===== src/rtl/mem_port_arbiter.sv =====
// Shares one single-port memory between fetch (IF) and data (DP); fetch-first, DP forced after MAX_WAIT waiting cycles.
// Read: gnt T, mem_en T+1, rvalid T+2+RD_LAT; write frees the port at T+2; requests seen while busy get no gnt and must be held.
module mem_port_arbiter #(
   parameter int ADDR_W   = 8,
   parameter int DATA_W   = 16,
   parameter int RD_LAT   = 1,
   parameter int MAX_WAIT = 4
) (
   input  logic              clk,
   input  logic              rst,
   input  logic              if_req,
   input  logic [ADDR_W-1:0] if_addr,
   output logic              if_gnt,
   output logic              if_rvalid,
   output logic [DATA_W-1:0] if_rdata,
   input  logic              dp_req,
   input  logic              dp_we,
   input  logic [ADDR_W-1:0] dp_addr,
   input  logic [DATA_W-1:0] dp_wdata,
   output logic              dp_gnt,
   output logic              dp_rvalid,
   output logic [DATA_W-1:0] dp_rdata,
   output logic              mem_en,
   output logic              mem_wrt,
   output logic [ADDR_W-1:0] mem_addr,
   output logic [DATA_W-1:0] mem_wdata,
   input  logic [DATA_W-1:0] mem_rdata,
   output logic              busy
);

   localparam int LW = (RD_LAT > 1) ? $clog2(RD_LAT) : 1;
   localparam int WW = $clog2(MAX_WAIT + 1);

   typedef enum logic [1:0] {IDLE, ISSUE, WAIT} state_t;

   state_t            state, state_nxt;
   logic              own_dp;
   logic              lat_we;
   logic [ADDR_W-1:0] lat_addr;
   logic [DATA_W-1:0] lat_wdata;
   logic [LW-1:0]     lat_cnt;
   logic [WW-1:0]     wait_cnt;

   always_comb begin
      state_nxt = state;
      if_gnt    = 1'b0;
      dp_gnt    = 1'b0;
      case (state)
         IDLE: begin
            if (rst) begin
               if (dp_req && (!if_req || wait_cnt == WW'(MAX_WAIT))) begin
                  dp_gnt    = 1'b1;
                  state_nxt = ISSUE;
               end else if (if_req) begin
                  if_gnt    = 1'b1;
                  state_nxt = ISSUE;
               end
            end
         end
         ISSUE:   state_nxt = lat_we ? IDLE : WAIT;
         WAIT:    if (lat_cnt == '0) state_nxt = IDLE;
         default: state_nxt = IDLE;
      endcase
   end

   always_ff @(posedge clk) begin
      if (!rst) begin
         state     <= IDLE;
         own_dp    <= 1'b0;
         lat_we    <= 1'b0;
         lat_addr  <= '0;
         lat_wdata <= '0;
         lat_cnt   <= '0;
         wait_cnt  <= '0;
         if_rvalid <= 1'b0;
         dp_rvalid <= 1'b0;
         if_rdata  <= '0;
         dp_rdata  <= '0;
      end else begin
         state     <= state_nxt;
         if_rvalid <= 1'b0;
         dp_rvalid <= 1'b0;

         // Starvation count keeps running while a transaction is in flight.
         if (dp_gnt || !dp_req)
            wait_cnt <= '0;
         else if (wait_cnt != WW'(MAX_WAIT))
            wait_cnt <= wait_cnt + WW'(1);

         if (dp_gnt) begin
            own_dp    <= 1'b1;
            lat_we    <= dp_we;
            lat_addr  <= dp_addr;
            lat_wdata <= dp_wdata;
         end else if (if_gnt) begin
            own_dp    <= 1'b0;
            lat_we    <= 1'b0;
            lat_addr  <= if_addr;
            lat_wdata <= '0;
         end

         if (state == ISSUE)
            lat_cnt <= LW'(RD_LAT - 1);
         else if (state == WAIT && lat_cnt != '0)
            lat_cnt <= lat_cnt - LW'(1);

         if (state == WAIT && lat_cnt == '0) begin
            if (own_dp) begin
               dp_rdata  <= mem_rdata;
               dp_rvalid <= 1'b1;
            end else begin
               if_rdata  <= mem_rdata;
               if_rvalid <= 1'b1;
            end
         end
      end
   end

   assign mem_en    = (state == ISSUE);
   assign mem_wrt   = (state == ISSUE) && lat_we;
   assign mem_addr  = (state == ISSUE) ? lat_addr : '0;
   assign mem_wdata = (state == ISSUE) ? lat_wdata : '0;
   assign busy      = (state != IDLE);

endmodule


===== config.mk =====
export PLATFORM = sky130hd
export DESIGN_NAME = mem_port_arbiter
export DESIGN_NICKNAME = d
export VERILOG_FILES = /design/src/rtl/mem_port_arbiter.sv
export SDC_FILE = /design/constraint.sdc
export NUM_CORES = 1
export LEC_CHECK = 0
export CAP_MARGIN = 20
export CORE_MARGIN = 1.5
export CORE_UTILIZATION = 30
export DETAILED_ROUTE_END_ITERATION = 12
export GPL_TIMING_DRIVEN = 1
export HOLD_SLACK_MARGIN = 0.03
export SYNTH_ARGS = -nofsm -noshare
export SYNTH_HDL_FRONTEND = slang
export SYNTH_SLANG_ARGS = --single-unit
export TNS_END_PERCENT = 50

===== constraint.sdc =====
create_clock -name clk -period 1.7 [get_ports clk]
set_input_delay 0.34 -clock clk [delete_from_list [all_inputs] [get_ports clk]]
set_output_delay 0.34 -clock clk [all_outputs]
set_load 0.02 [all_outputs]

==> reports/results.tsv <==
stage	metric	value	unit
status	status	finished with violations	
status	violated checks	negative setup slack	
drt	average wire per standard cell	13.7	um
sta	actual slew at the worst max-slew pin	0.520	ns
setup_path	Slowest-stage cell, CP	dfxtp_2	
global_routing	met3 GRT Util	4.15	%
sta	Slew Limit Headroom	65.2	%
pwr	Sequential Power Share	46.0	%
finish	final non-filler cell total	548	
synthesis	Synth Net Count	359	
clock_network	root buffer cell	clkbuf_8	
setup_path	CP max FO	3	
drt	Routed Wire Length	7.53	mm
placement	DP Wirelength	5.25	mm
drt	post-DR vias/cell	4.68	
setup_path	Startpoint Class	register	
setup_path	Setup CP Type	reg -> out	
setup_path	crit-path max cell delay	0.34	ns
sta	minimum clock period	1.75	ns
global_routing	Total GRT Usage	15.6	%
setup_path	Critical Path AT	1.41	ns
drt	Vias	2567	
synthesis	warnings from Yosys	0	
synthesis	Mapped Area	0.00272	mm2
clock_network	Clk pin slew, worst setup/hold paths	0.07	ns
finish	Area Growth Syn to Fin	61.2	%
pwr	Gate power share	16.7	%
clock_network	H-tree depth	3	
placement	dpl ws	-0.630	ns
die	core region area	0.00876	mm2
drt	Post-DRT Antenna Nets	0	
synthesis	leading area contributor after synthesis	dfxtp_1	
die	Initial Util	31.0	%
synthesis	synth unique cells	33	
clock_network	CTS max path bufs	2	
clock_network	Skew-Pair Late Insertion Delay	0.35	ns
sta	TNS Setup	-0.0515	ns
finish	post-layout util	50.0	%
setup_path	CP Data Required Time	1.36	ns
clock_network	hold_buf cts	0	
synthesis	Post-Syn Instances	304	
hold_path	HP Class	reg -> reg	
global_routing	vias in the first global route	2456	
sta	FMAX	0.571	GHz
pwr	Clk pwr share	37.2	%
clock_network	total CTS buffers	9	
sta	unrepaired setup endpoints after global routing	yes	
finish	Antenna Cells	0	
die	row cnt	34	
synthesis	Synth top area share	48.6	%
setup_path	Top delay family on crit path	flip-flops	
global_routing	GR met2 Demand/Resource	25.1	%
clock_network	CTS tree	done	
die	Die Width	98.2	um
setup_path	CP bufs+invs	2	
pwr	Sw Pwr	0.917	mW
synthesis	Synth Area per Inst	8.95	um2
global_routing	largest net degree at the start of global routing	30	
synthesis	Yosys reg bits	66	
sta	clock skew	0.0109	ns
synthesis	ys async rst share	0	%
pwr	Leak Pwr	1.73	nW
global_routing	antenna violations before repair	0	
synthesis	top-count cell post-synth	nand2_1	
sta	Final period util	103	%
sta	final setup vio count	2	
pwr	net switching share of the total power	25.6	%
die	die area	0.00965	mm2
setup_path	critical-path cell list	inv_2 -> ha_4 -> a21bo_4 -> and3_4 -> buf_6	
finish	share of cells above drive strength 1	23.4	%
finish	nets@finish	490	
placement	Final Wtd Congestion	0.725	
global_routing	total global routing overflow	0	
pwr	Pwr Density	816	mW/mm2
setup_path	Worst setup EP type	output port	
drt	Post-route DRC	0	
drt	TritonRoute pass-1 iters	4	
placement	Cells after DPL	529	
sta	Final Hold Vio Count	0	
global_routing	first-pass GRT wire length	12.0	mm
clock_network	total clock sinks	66	
synthesis	number of flops mapped to enable cells by yosys	0	
sta	setup slack after layout	-0.0500	ns
job	Max-cap violations	0	
die	Die Ht	98.2	um
pwr	maximum vdd drop	0.439	mV
synthesis	register area share after synthesis	48.6	%
placement	PortBufs	115	
finish	Filler Cells Inserted	844	
synthesis	Post-synth top cells	nand2_1, dfxtp_1, a21oi_1	
pwr	Pint	2.66	mW
synthesis	largest cells by area after synthesis	dfxtp_1, nand2_1, a21oi_1, and2_1, a22o_1	
global_routing	global routing's busiest layer	met2	
drt	drt initial violations	70	
die	IO Count	116	
synthesis	most common flop cell mapped by yosys	dfxtp_1	
global_routing	met1 Use GR	20.0	%
sta	final count of pins violating max slew	0	
## cell families after synthesis
kind of cell             after synthesis  synth area share [%]
AO/OA/AOI/OAI                         83                  21.8
XOR/XNOR                               1                 0.322
adder cells (fa/ha/maj)                2                 0.920
buffers and inverters                 27                  5.20
flip-flops                            66                  48.6
AND/OR/NAND/NOR                      125                  23.2
## power groups by stage
stage | Sequential, mW | Combinational (mW) | Clock [mW]
final | 1.65 | 0.598 | 1.33
after global routing | 1.65 | 0.644 | 1.45
after CTS | 1.65 | 0.591 | 1.39
after detailed placement | 1.68 | 0.586 | 0
after global placement | 1.68 | 0.584 | 0
after floorplan | 1.69 | 0.256 | 0
## worst register-to-register path: stages (launching register included)
cell,delay [ns]
dfxtp_2,0.34
inv_2,0.05
ha_4,0.16
a21bo_4,0.21
buf_4,0.13
buf_4,0.16
a21boi_0,0.21
o221a_2,0.21
## cell type report
type	instances	area, um2	area share [%]
clock inverters	6	63.8	1.46
inverters	4	15.0	0.342
flip-flops and latches	66	1330	30.3
clock buffers	10	138	3.14
repair buffers	143	1380	31.6
multi-input cells	211	1320	30.1
well taps	108	135	3.08
## worst paths after layout
kind	slack, ns	from	depth (start not counted)	to
setup / recovery	-0.05	wait_cnt[1]	5	dp_gnt
hold / removal	0.46	if_rdata[15]	2	if_rdata[15]
setup reg to reg	0.18	wait_cnt[1]	7	lat_addr[5]
hold reg to reg	0.46	if_rdata[15]	2	if_rdata[15]
## metal layers
layer | up-vias | share of wire [%]
met1 | 1187 | 46
met2 | 66 | 47
met5 | - | 0
li1 | 1305 | -
met3 | 9 | 5.1
met4 | 0 | 1.6
## cell usage in the layout (no fill, tap or decap), types with 2 or more instances in the layout
cell type / n
a21boi_0: 8
a21oi_1: 36
a22o_1: 17
and2_1: 24
buf_12: 3
buf_2: 2
buf_4: 37
buf_6: 15
clkbuf_8: 10
clkdlybuf4s50_1: 82
clkinv_2: 2
clkinvlp_4: 2
dfxtp_1: 62
dfxtp_2: 3
dlymetal6s2s_1: 3
inv_2: 3
nand2_1: 70
nand3_1: 2
nor2_1: 6
nor2b_1: 8
nor3_1: 2
o221a_2: 8
o31ai_1: 8
## through the flow
step / area (um2) / hold slack (ns) / power (mW)
5_1_grt: 4380 / 0.473 / 3.75
6_report: 4380 / 0.456 / 3.58
2_1_floorplan: 2730 / 0.434 / 1.95
3_5_place_dp: 4130 / 0.447 / 2.27
3_3_place_gp: 4130 / 0.441 / 2.26
4_1_cts: 4270 / 0.458 / 3.62
## state kept, by name (all words and copies together) (netlist names)
name       count
dp_rdata      16
dp_rvalid      1
if_rdata      16
if_rvalid      1
lat_addr       8
lat_cnt        1
lat_wdata     16
lat_we         1
own_dp         1
state          2
wait_cnt       3
## what timing repair did
item	in CTS	in global routing
gates resized for setup	137	42
setup endpoints to repair	37	39
pin swaps	5	0
setup buffers	2	1
cloned	0	0
Note: power is estimated with default switching activity, not from simulation.
